## src/rtl/inv_mix_columns_seq.sv

```systemverilog
// Sequential AES InvMixColumns engine.
// A 128-bit state is captured over a valid/ready handshake, one column is
// inverse-mixed per cycle over GF(2^8), and the result is held on a second
// valid/ready handshake until the downstream stage takes it.
// Byte (row r, col c) lives at state[127-8*(4c+r) -: 8] (column-major).

module inv_mix_columns_seq (
   input  logic         clk,
   input  logic         rst,
   input  logic         in_valid,
   output logic         in_ready,
   input  logic [127:0] in_state,
   output logic         out_valid,
   input  logic         out_ready,
   output logic [127:0] out_state
);

   typedef enum logic [1:0] {
      IDLE = 2'd0,
      BUSY = 2'd1,
      DONE = 2'd2
   } state_t;

   state_t         state_r;
   logic [1:0]     col_r;
   logic [127:0]   work_r;
   logic           in_ready_r;
   logic           out_valid_r;

   logic [31:0]    col_in_s;
   logic [31:0]    col_out_s;
   logic [127:0]   work_next_s;

   // Multiply by x in GF(2^8) with reduction polynomial 0x11b.
   function automatic logic [7:0] xtime(input logic [7:0] x);
      return {x[6:0], 1'b0} ^ (x[7] ? 8'h1b : 8'h00);
   endfunction

   // Inverse-mix one column; a0 is the most significant byte (row 0).
   function automatic logic [31:0] inv_mix_col(input logic [31:0] col);
      logic [7:0] a  [4];
      logic [7:0] x2 [4];
      logic [7:0] x4 [4];
      logic [7:0] x8 [4];
      logic [7:0] m9 [4];
      logic [7:0] mb [4];
      logic [7:0] md [4];
      logic [7:0] me [4];
      logic [7:0] b  [4];
      for (int i = 0; i < 4; i++) begin
         a[i]  = col[31-8*i -: 8];
         x2[i] = xtime(a[i]);
         x4[i] = xtime(x2[i]);
         x8[i] = xtime(x4[i]);
         m9[i] = x8[i] ^ a[i];
         mb[i] = x8[i] ^ x2[i] ^ a[i];
         md[i] = x8[i] ^ x4[i] ^ a[i];
         me[i] = x8[i] ^ x4[i] ^ x2[i];
      end
      b[0] = me[0] ^ mb[1] ^ md[2] ^ m9[3];
      b[1] = m9[0] ^ me[1] ^ mb[2] ^ md[3];
      b[2] = md[0] ^ m9[1] ^ me[2] ^ mb[3];
      b[3] = mb[0] ^ md[1] ^ m9[2] ^ me[3];
      return {b[0], b[1], b[2], b[3]};
   endfunction

   // Select the column addressed by col_r, transform it and splice it back.
   always_comb begin
      col_in_s    = 32'h0000_0000;
      work_next_s = work_r;
      case (col_r)
         2'd0:    col_in_s = work_r[127:96];
         2'd1:    col_in_s = work_r[95:64];
         2'd2:    col_in_s = work_r[63:32];
         2'd3:    col_in_s = work_r[31:0];
         default: col_in_s = 32'h0000_0000;
      endcase
      col_out_s = inv_mix_col(col_in_s);
      case (col_r)
         2'd0:    work_next_s[127:96] = col_out_s;
         2'd1:    work_next_s[95:64]  = col_out_s;
         2'd2:    work_next_s[63:32]  = col_out_s;
         2'd3:    work_next_s[31:0]   = col_out_s;
         default: work_next_s         = work_r;
      endcase
   end

   // Control FSM with registered handshake outputs and the working register.
   always_ff @(posedge clk or posedge rst) begin
      if (rst) begin
         state_r     <= IDLE;
         col_r       <= 2'd0;
         work_r      <= 128'h0;
         in_ready_r  <= 1'b1;
         out_valid_r <= 1'b0;
      end else begin
         case (state_r)
            IDLE: begin
               if (in_valid) begin
                  work_r      <= in_state;
                  col_r       <= 2'd0;
                  state_r     <= BUSY;
                  in_ready_r  <= 1'b0;
               end
            end
            BUSY: begin
               work_r <= work_next_s;
               col_r  <= col_r + 2'd1;
               if (col_r == 2'd3) begin
                  state_r     <= DONE;
                  out_valid_r <= 1'b1;
               end
            end
            DONE: begin
               if (out_ready) begin
                  state_r     <= IDLE;
                  out_valid_r <= 1'b0;
                  in_ready_r  <= 1'b1;
               end
            end
            default: begin
               state_r     <= IDLE;
               col_r       <= 2'd0;
               in_ready_r  <= 1'b1;
               out_valid_r <= 1'b0;
            end
         endcase
      end
   end

   assign in_ready  = in_ready_r;
   assign out_valid = out_valid_r;
   assign out_state = work_r;

endmodule

```

## config.mk

```make
export PLATFORM = sky130hd
export DESIGN_NAME = inv_mix_columns_seq
export DESIGN_NICKNAME = d
export VERILOG_FILES = /design/src/rtl/inv_mix_columns_seq.sv
export SDC_FILE = /design/constraint.sdc
export NUM_CORES = 1
export LEC_CHECK = 0
export CAP_MARGIN = 20
export CELL_PAD_IN_SITES_DETAIL_PLACEMENT = 0
export CELL_PAD_IN_SITES_GLOBAL_PLACEMENT = 1
export CORE_MARGIN = 3
export CORE_UTILIZATION = 25
export CTS_CLUSTER_SIZE = 24
export DETAILED_ROUTE_END_ITERATION = 10
export PLACE_DENSITY_LB_ADDON = 0.1
export REMOVE_ABC_BUFFERS = 1
export SLEW_MARGIN = 20
export SYNTH_ARGS = -nofsm -noshare
export SYNTH_HDL_FRONTEND = slang
export SYNTH_SLANG_ARGS = --single-unit
export TNS_END_PERCENT = 10
```

## constraint.sdc

```tcl
create_clock -name clk -period 4.4 [get_ports clk]
set_input_delay 0.88 -clock clk [delete_from_list [all_inputs] [get_ports clk]]
set_output_delay 0.88 -clock clk [all_outputs]
set_load 0.005 [all_outputs]
```

==> flow_metrics.tcl <==
set metrics [dict create \
    dp_hpwl_mm 33.8 \
    async_flop_share_pct 100 \
    grt_max_degree 73 \
    syn_area_per_cell_um2 8.79 \
    synthFlopType "dfrtp_1" \
    drv_slew 0 \
    grt_usage_pct 20.9 \
    synth.area.top_cells "dfrtp_1 33%, xnor2_1 13%, xor2_1 6.7%, nor2_1 6.0%, xnor3_1 5.4%" \
    chipWidth_um 206 \
    num_rows 72 \
    fmax_ghz 0.245 \
    clk_path_buf_depth 2 \
    multi_input_area_mm2 0.00616 \
    wl_mm 44.3 \
    antenna_cells 0 \
    hold_buffers 0 \
    ys_top_cells_by_count "159 x nor2_1, 154 x xnor2_1, 140 x nand2_1" \
    drc 0 \
    ys_ff_latch 134 \
    worstPathArrival_ns 4.44 \
    firstDrtPassIters 6 \
    clk_pin_slew_ns 0.07 \
    numCtsBuffers 17 \
    tightest_slew_ns 0.985 \
    final.setup.worst_slack_ns 0.313 \
    yosysTopAreaCell "dfrtp_1" \
    post_cts_buffers 0 \
    ys_seq_area_share_pct 33.6 \
    yosys.area.top_type_share_pct 33.3 \
    routedWlPerCell_um 23.3 \
    yosysMostFrequentCell "nor2_1" \
    synth_edf_count 0 \
    min_period_ns 4.09 \
    post-route-util_pct 35.5 \
    drt_iter0_markers 605 \
    ys_types 42 \
    synthToLayoutAreaGrowth_pct 38.9 \
    syn_inst 1137 \
    grt_pass1_wl_mm 64.9 \
    finalHoldViolCount 0 \
    io_pins 262 \
    vias 9001 \
    cp-start-kind "flip-flop" \
    cts_tree "built" \
    yosys_warnings 0 \
    post_drt_via_cell_ratio 4.73 \
    crit_required_ns 4.76 \
    cts_sinks 134 \
    register_area_mm2 0.00335 \
    slew_headroom_pct 34.3 \
    htree_levels 4 \
    layout.nets 1507 \
    grt_overflow 0 \
    dieArea_mm2 0.0424 \
    dp_slack_ns 0.359 \
    setup_viol 0 \
    cp_max_fo 29 \
    coreArea_mm2 0.0391 \
    drive_above_1_share_pct 8.60 \
    antenna_found_initial 0 \
    criticalPathCategory "flip-flop to flip-flop" \
    gp_congestion 0.888 \
    netlist_area_mm2 0.00999 \
    nFillCells 4029 \
    grt_pass1_vias 9364 \
    fp.dieH_um 206 \
    clock_latency_ns 0.44 \
    numPortBuffers 261 \
    fin_skew_ns 0.0142 \
    min_period_over_period_pct 92.9 \
    status "complete, no violations" \
    hold_class "flip-flop to flip-flop" \
    grt_setup_unrepaired "no" \
    antenna_left 0 \
    end_kind "flip-flop" \
    cap_violations 0 \
    initial_utilization_pct 25.6 \
    cts-resized-gates 0 \
    clockRootBuffer "clkbuf_16" \
]
## sequential cells by signal, indices dropped and copies added, names as in the netlist
name / flops
out_valid: 1
state_r: 2
col_r: 2
in_ready: 1
out_state: 128
## worst max-delay path, stage by stage, from the launching register on
cell      delay [ns]
dfrtp_1         0.41
ha_1            0.45
buf_12          0.28
a222oi_1        0.35
buf_4           0.29
xnor2_1         0.16
xnor2_1         0.17
o21ai_0         0.51
xnor3_1         0.58
xnor3_1         0.44
nand2_1         0.12
a31oi_1         0.21
## cell families (layout without fill, tap and decap cells)
logic type	Yosys count	in the layout	share of synthesized area (%)
simple gates	345	345	14.0
xor+xnor	263	263	27.3
fa+ha+maj	4	4	0.501
mux	18	18	1.82
flops	134	134	33.6
buf+inv	107	353	5.06
compound gates	266	266	17.8
## cell usage in the layout, fill, tap and decap left out, types with 2 or more instances in the layout
cell type,instances
nand3_1,4
nand2_1,140
buf_12,5
nand2b_1,3
o31ai_1,64
a22oi_2,2
xor3_1,3
clkinvlp_4,2
ha_1,4
nor3_1,8
a21o_1,4
dfrtp_1,133
clkinv_4,5
clkdlybuf4s50_1,261
or3_1,5
inv_1,5
clkbuf_16,17
o21ai_0,42
buf_4,49
xnor2_1,154
mux2i_1,17
o21ai_2,2
xor2_2,3
xor2_1,77
o21ai_1,3
nand2_2,2
a21oi_2,17
and3_1,16
bufinv_16,3
xnor3_1,24
a21oi_1,72
nor2b_1,4
a31oi_1,24
clkbuf_1,2
a222oi_1,32
nor2_1,159
clkbuf_8,2
## through the flow
| step | instances | instance area (um2) | hold slack, ns | setup TNS [ns] |
|---|---|---|---|---|
| 6_report | 1901 | 13900 | 0.512 | 0 |
| 5_1_grt | 1901 | 13900 | 0.558 | 0 |
| 4_1_cts | 1901 | 13900 | 0.515 | 0 |
| 3_5_place_dp | 1870 | 13300 | 0.502 | 0 |
| 3_3_place_gp | 1870 | 13300 | 0.497 | 0 |
| 2_1_floorplan | 1037 | 9520 | 0.491 | -17.88 |
## path summary, 6_finish.rpt
check	from	endpoint	slack [ns]	cells after the start
max	col_r[0]$_DFFE_PP0P_	out_state[113]$_DFFE_PP0P_	0.31	11
min	out_state[95]$_DFFE_PP0P_	out_state[95]$_DFFE_PP0P_	0.51	2
max reg2reg	col_r[0]$_DFFE_PP0P_	out_state[113]$_DFFE_PP0P_	0.31	11
min reg2reg	out_state[95]$_DFFE_PP0P_	out_state[95]$_DFFE_PP0P_	0.51	2
max in group asynchronous	rst	in_ready$_DFFE_PP1P_	2.62	3
min in group asynchronous	rst	out_state[4]$_DFFE_PP0P_	0.95	2
## layout make-up
class	instances	share of cell area, %
clock inverters	10	1.07
inverters	7	0.225
repair buffers	315	22.2
flip-flops and latches	134	24.2
multi-input cells	896	44.4
well taps	518	4.67
clock buffers	21	3.32
## per-layer routing
metal | track usage (%) | part of all wire, % | vias up
li1 | - | - | 4363
met1 | 29.0 | 47 | 4360
met2 | 33.9 | 47 | 254
met3 | 3.97 | 4.9 | 24
met4 | 4.56 | 1.2 | 0
met5 | 0 | 0 | -
Power is not shown: default switching activity piles up to over one toggle a cycle in this logic, so the estimate is an artifact.
==> RTL edit (same flow settings) <==
Make the reset (`rst`) synchronous in one clocked block.
--- a/src/rtl/inv_mix_columns_seq.sv
+++ b/src/rtl/inv_mix_columns_seq.sv
@@ -86,7 +86,7 @@
    end
 
    // Control FSM with registered handshake outputs and the working register.
-   always_ff @(posedge clk or posedge rst) begin
+   always_ff @(posedge clk) begin
       if (rst) begin
          state_r     <= IDLE;
          col_r       <= 2'd0;
Formal check against the unedited RTL: not equivalent (Yosys sat finds a counterexample within 4 cycles, from zero or initial values and one cycle with rst high; the reset may be asserted at any time).
==> RTL edit against the original RTL <==
Hold slack worse by 38 ps; area after synthesis is 5.1% lower; first-iteration DRC count is 7.3% higher; sequential cell count stayed put; wire length hardly changed; final area is 0.86% lower; setup slack better by 35 ps; critical endpoint is now out_state[108]; critical path type unchanged.
==> RTL edit: results (changes against the original RTL) <==
- The via count of the first global-routing pass is 9574 (+2.2%).
- The fill cell instance count of the final layout is 3893 (-3.4%).
- The share of post-route cells with drive strength above 1 is 0.09979 (+0.01374).
* Wire length of the first global-routing pass: 64.87 mm (-0.12%)
- The worst-case register-to-register setup slack is 350 ps (+40 ps).
- The worst slew margin relative to its limit came to 0.2686 (-0.07476).
* PostCTS Resize Cnt: 0 (unchanged)
* Portion of the clock cycle consumed by the worst path in the final layout: 0.9208 (-0.008037)
- Largest cells by area after synthesis: dfxtp_1, xnor2_1, xor2_1
- H-tree Lvls: 4 (unchanged)
* Status: finished, final reports clean
* Inserted Clock Buffers: 17 (unchanged)
- Cell Int Power: 6.057 mW
- The number of standard cells in the layout, taps in and fillers out came to 1907 (+0.32%).
* CTS max path bufs: 2 (unchanged)
* Biggest cell delay along the critical path: 730 ps (+150 ps)
- The number of nets in the final layout came to 1526 (+1.3%).
- Gp weighted congestion: 0.9280 (+4.6%)
* Worst slack, placed: 432.6 ps (+73.59 ps)
* Delay-heaviest family, CP: XOR/XNOR gates
- Maxcap violations: 0 (unchanged)
- The initial antenna violation count came to 0 (unchanged).
* Max FO, Critical Path: 8 (-72%)
* Class of the most critical hold timing path: flop to flop
- The critical path data arrival time came to 4380 ps (-60 ps).
- The DRC violation total after the first TritonRoute iteration was 649 (+7.3%).
- The cell area after placement is 13120 sq um (-1.2%).
* Fraction of synthesis flops using an asynchronous set or reset pin: 0 (-1.000)
- Pre-Repair DR Iteration Count: 5 (-1)
* Top cell types by occurrence after synthesis: xnor2_1, dfxtp_1, nor2_1, a21oi_1, nand2_1
- DR vias/cell: 4.912 (+3.7%)
* CP max-delay cell: a222oi_1
- The distinct cell type count of the synthesized netlist is 39 (-7.1%).
- The number of buffers inserted to repair setup after CTS was 0 (unchanged).
- Clock transition time at the flip-flop clock pins of the worst setup and hold paths: 60 ps
- The worst hold slack across all endpoints came to 474.3 ps (-37.96 ps).
* GRT Overall Usage: 0.2135 (+0.004700)
- The detailed-placement wirelength estimate is 34.20 mm (+1.1%).
* Fin Clk Skew: 14.71 ps (+0.5516 ps)
- VDD IR-drop max: 368.5 uV
- Post-DR wirelength/cell: 23.23 um (-0.39%)
* Maximum number of pins on one net before global-route repair: 88 (+21%)
* Mean instance size in the synthesized netlist: 8.505 sq um (-3.2%)
- The most used flip-flop cell after synthesis is dfxtp_1.
* Sequential element share of the synthesized area: 0.2829 (-0.05274)
## RTL edit: cell types whose count changed after synthesis, sizes merged, moves of 9 or more
cell and delta:
o21a +51, a31oi -23, a22o +64, a211oi +46, o22ai +9, nand2 -52, o31ai -64, nor2 -60
dfrtp -133, dfxtp +134
## RTL edit: area by class of cell
cell class / instances / area (sq um) / share of cell area
clock inverter: 9 / 172.7 / 0.01254
multi-input combinational: 865 / 6347 / 0.4611
sequential: 134 / 2683 / 0.1949
timing repair buffer: 362 / 3426 / 0.2489
tap: 504 / 630.6 / 0.04581
clock buffer: 23 / 467.9 / 0.03400
inverter: 10 / 37.54 / 0.002727
## RTL edit: tightest hold or removal path, stage by stage (launching register included)
cell	delay, ps
dfxtp_1	320
nand2_1	50
o21ai_0	60
## RTL edit: power by group through the flow
stage               clock (mW)  combinational, mW  sequential [mW]
floorplan                    0               4.23             1.84
global route              1.69               7.25             1.99
global placement             0               6.78             1.99
CTS                       1.65               6.79             1.96
detailed placement           0               6.75             1.98
finish                    1.62               6.72             1.95
## RTL edit: routing by layer
layer	up-vias	part of all wire	GRT usage
li1	4481	-	-
met1	4540	0.47	0.2959
met2	311	0.46	0.3439
met3	36	0.044	0.03389
met4	0	0.021	0.06098
met5	-	0	0
## RTL edit: kinds of logic after synthesis
family                   count (synthesis)  synth area share
flip-flops                             134            0.2829
AND/OR/NAND/NOR                        226           0.09804
multiplexers                            19           0.02032
AO/OA/AOI/OAI                          347            0.2561
buffers and inverters                  116           0.04935
adder cells (fa/ha/maj)                  4          0.005278
XOR/XNOR                               269            0.2880
## RTL edit: final timing paths
check | from | end | cells after the start
max | col_r[0] | out_state[108] | 12
max reg2reg | col_r[0] | out_state[108] | 12
min reg2reg | out_state[20] | out_state[20] | 2
min | out_state[20] | out_state[20] | 2
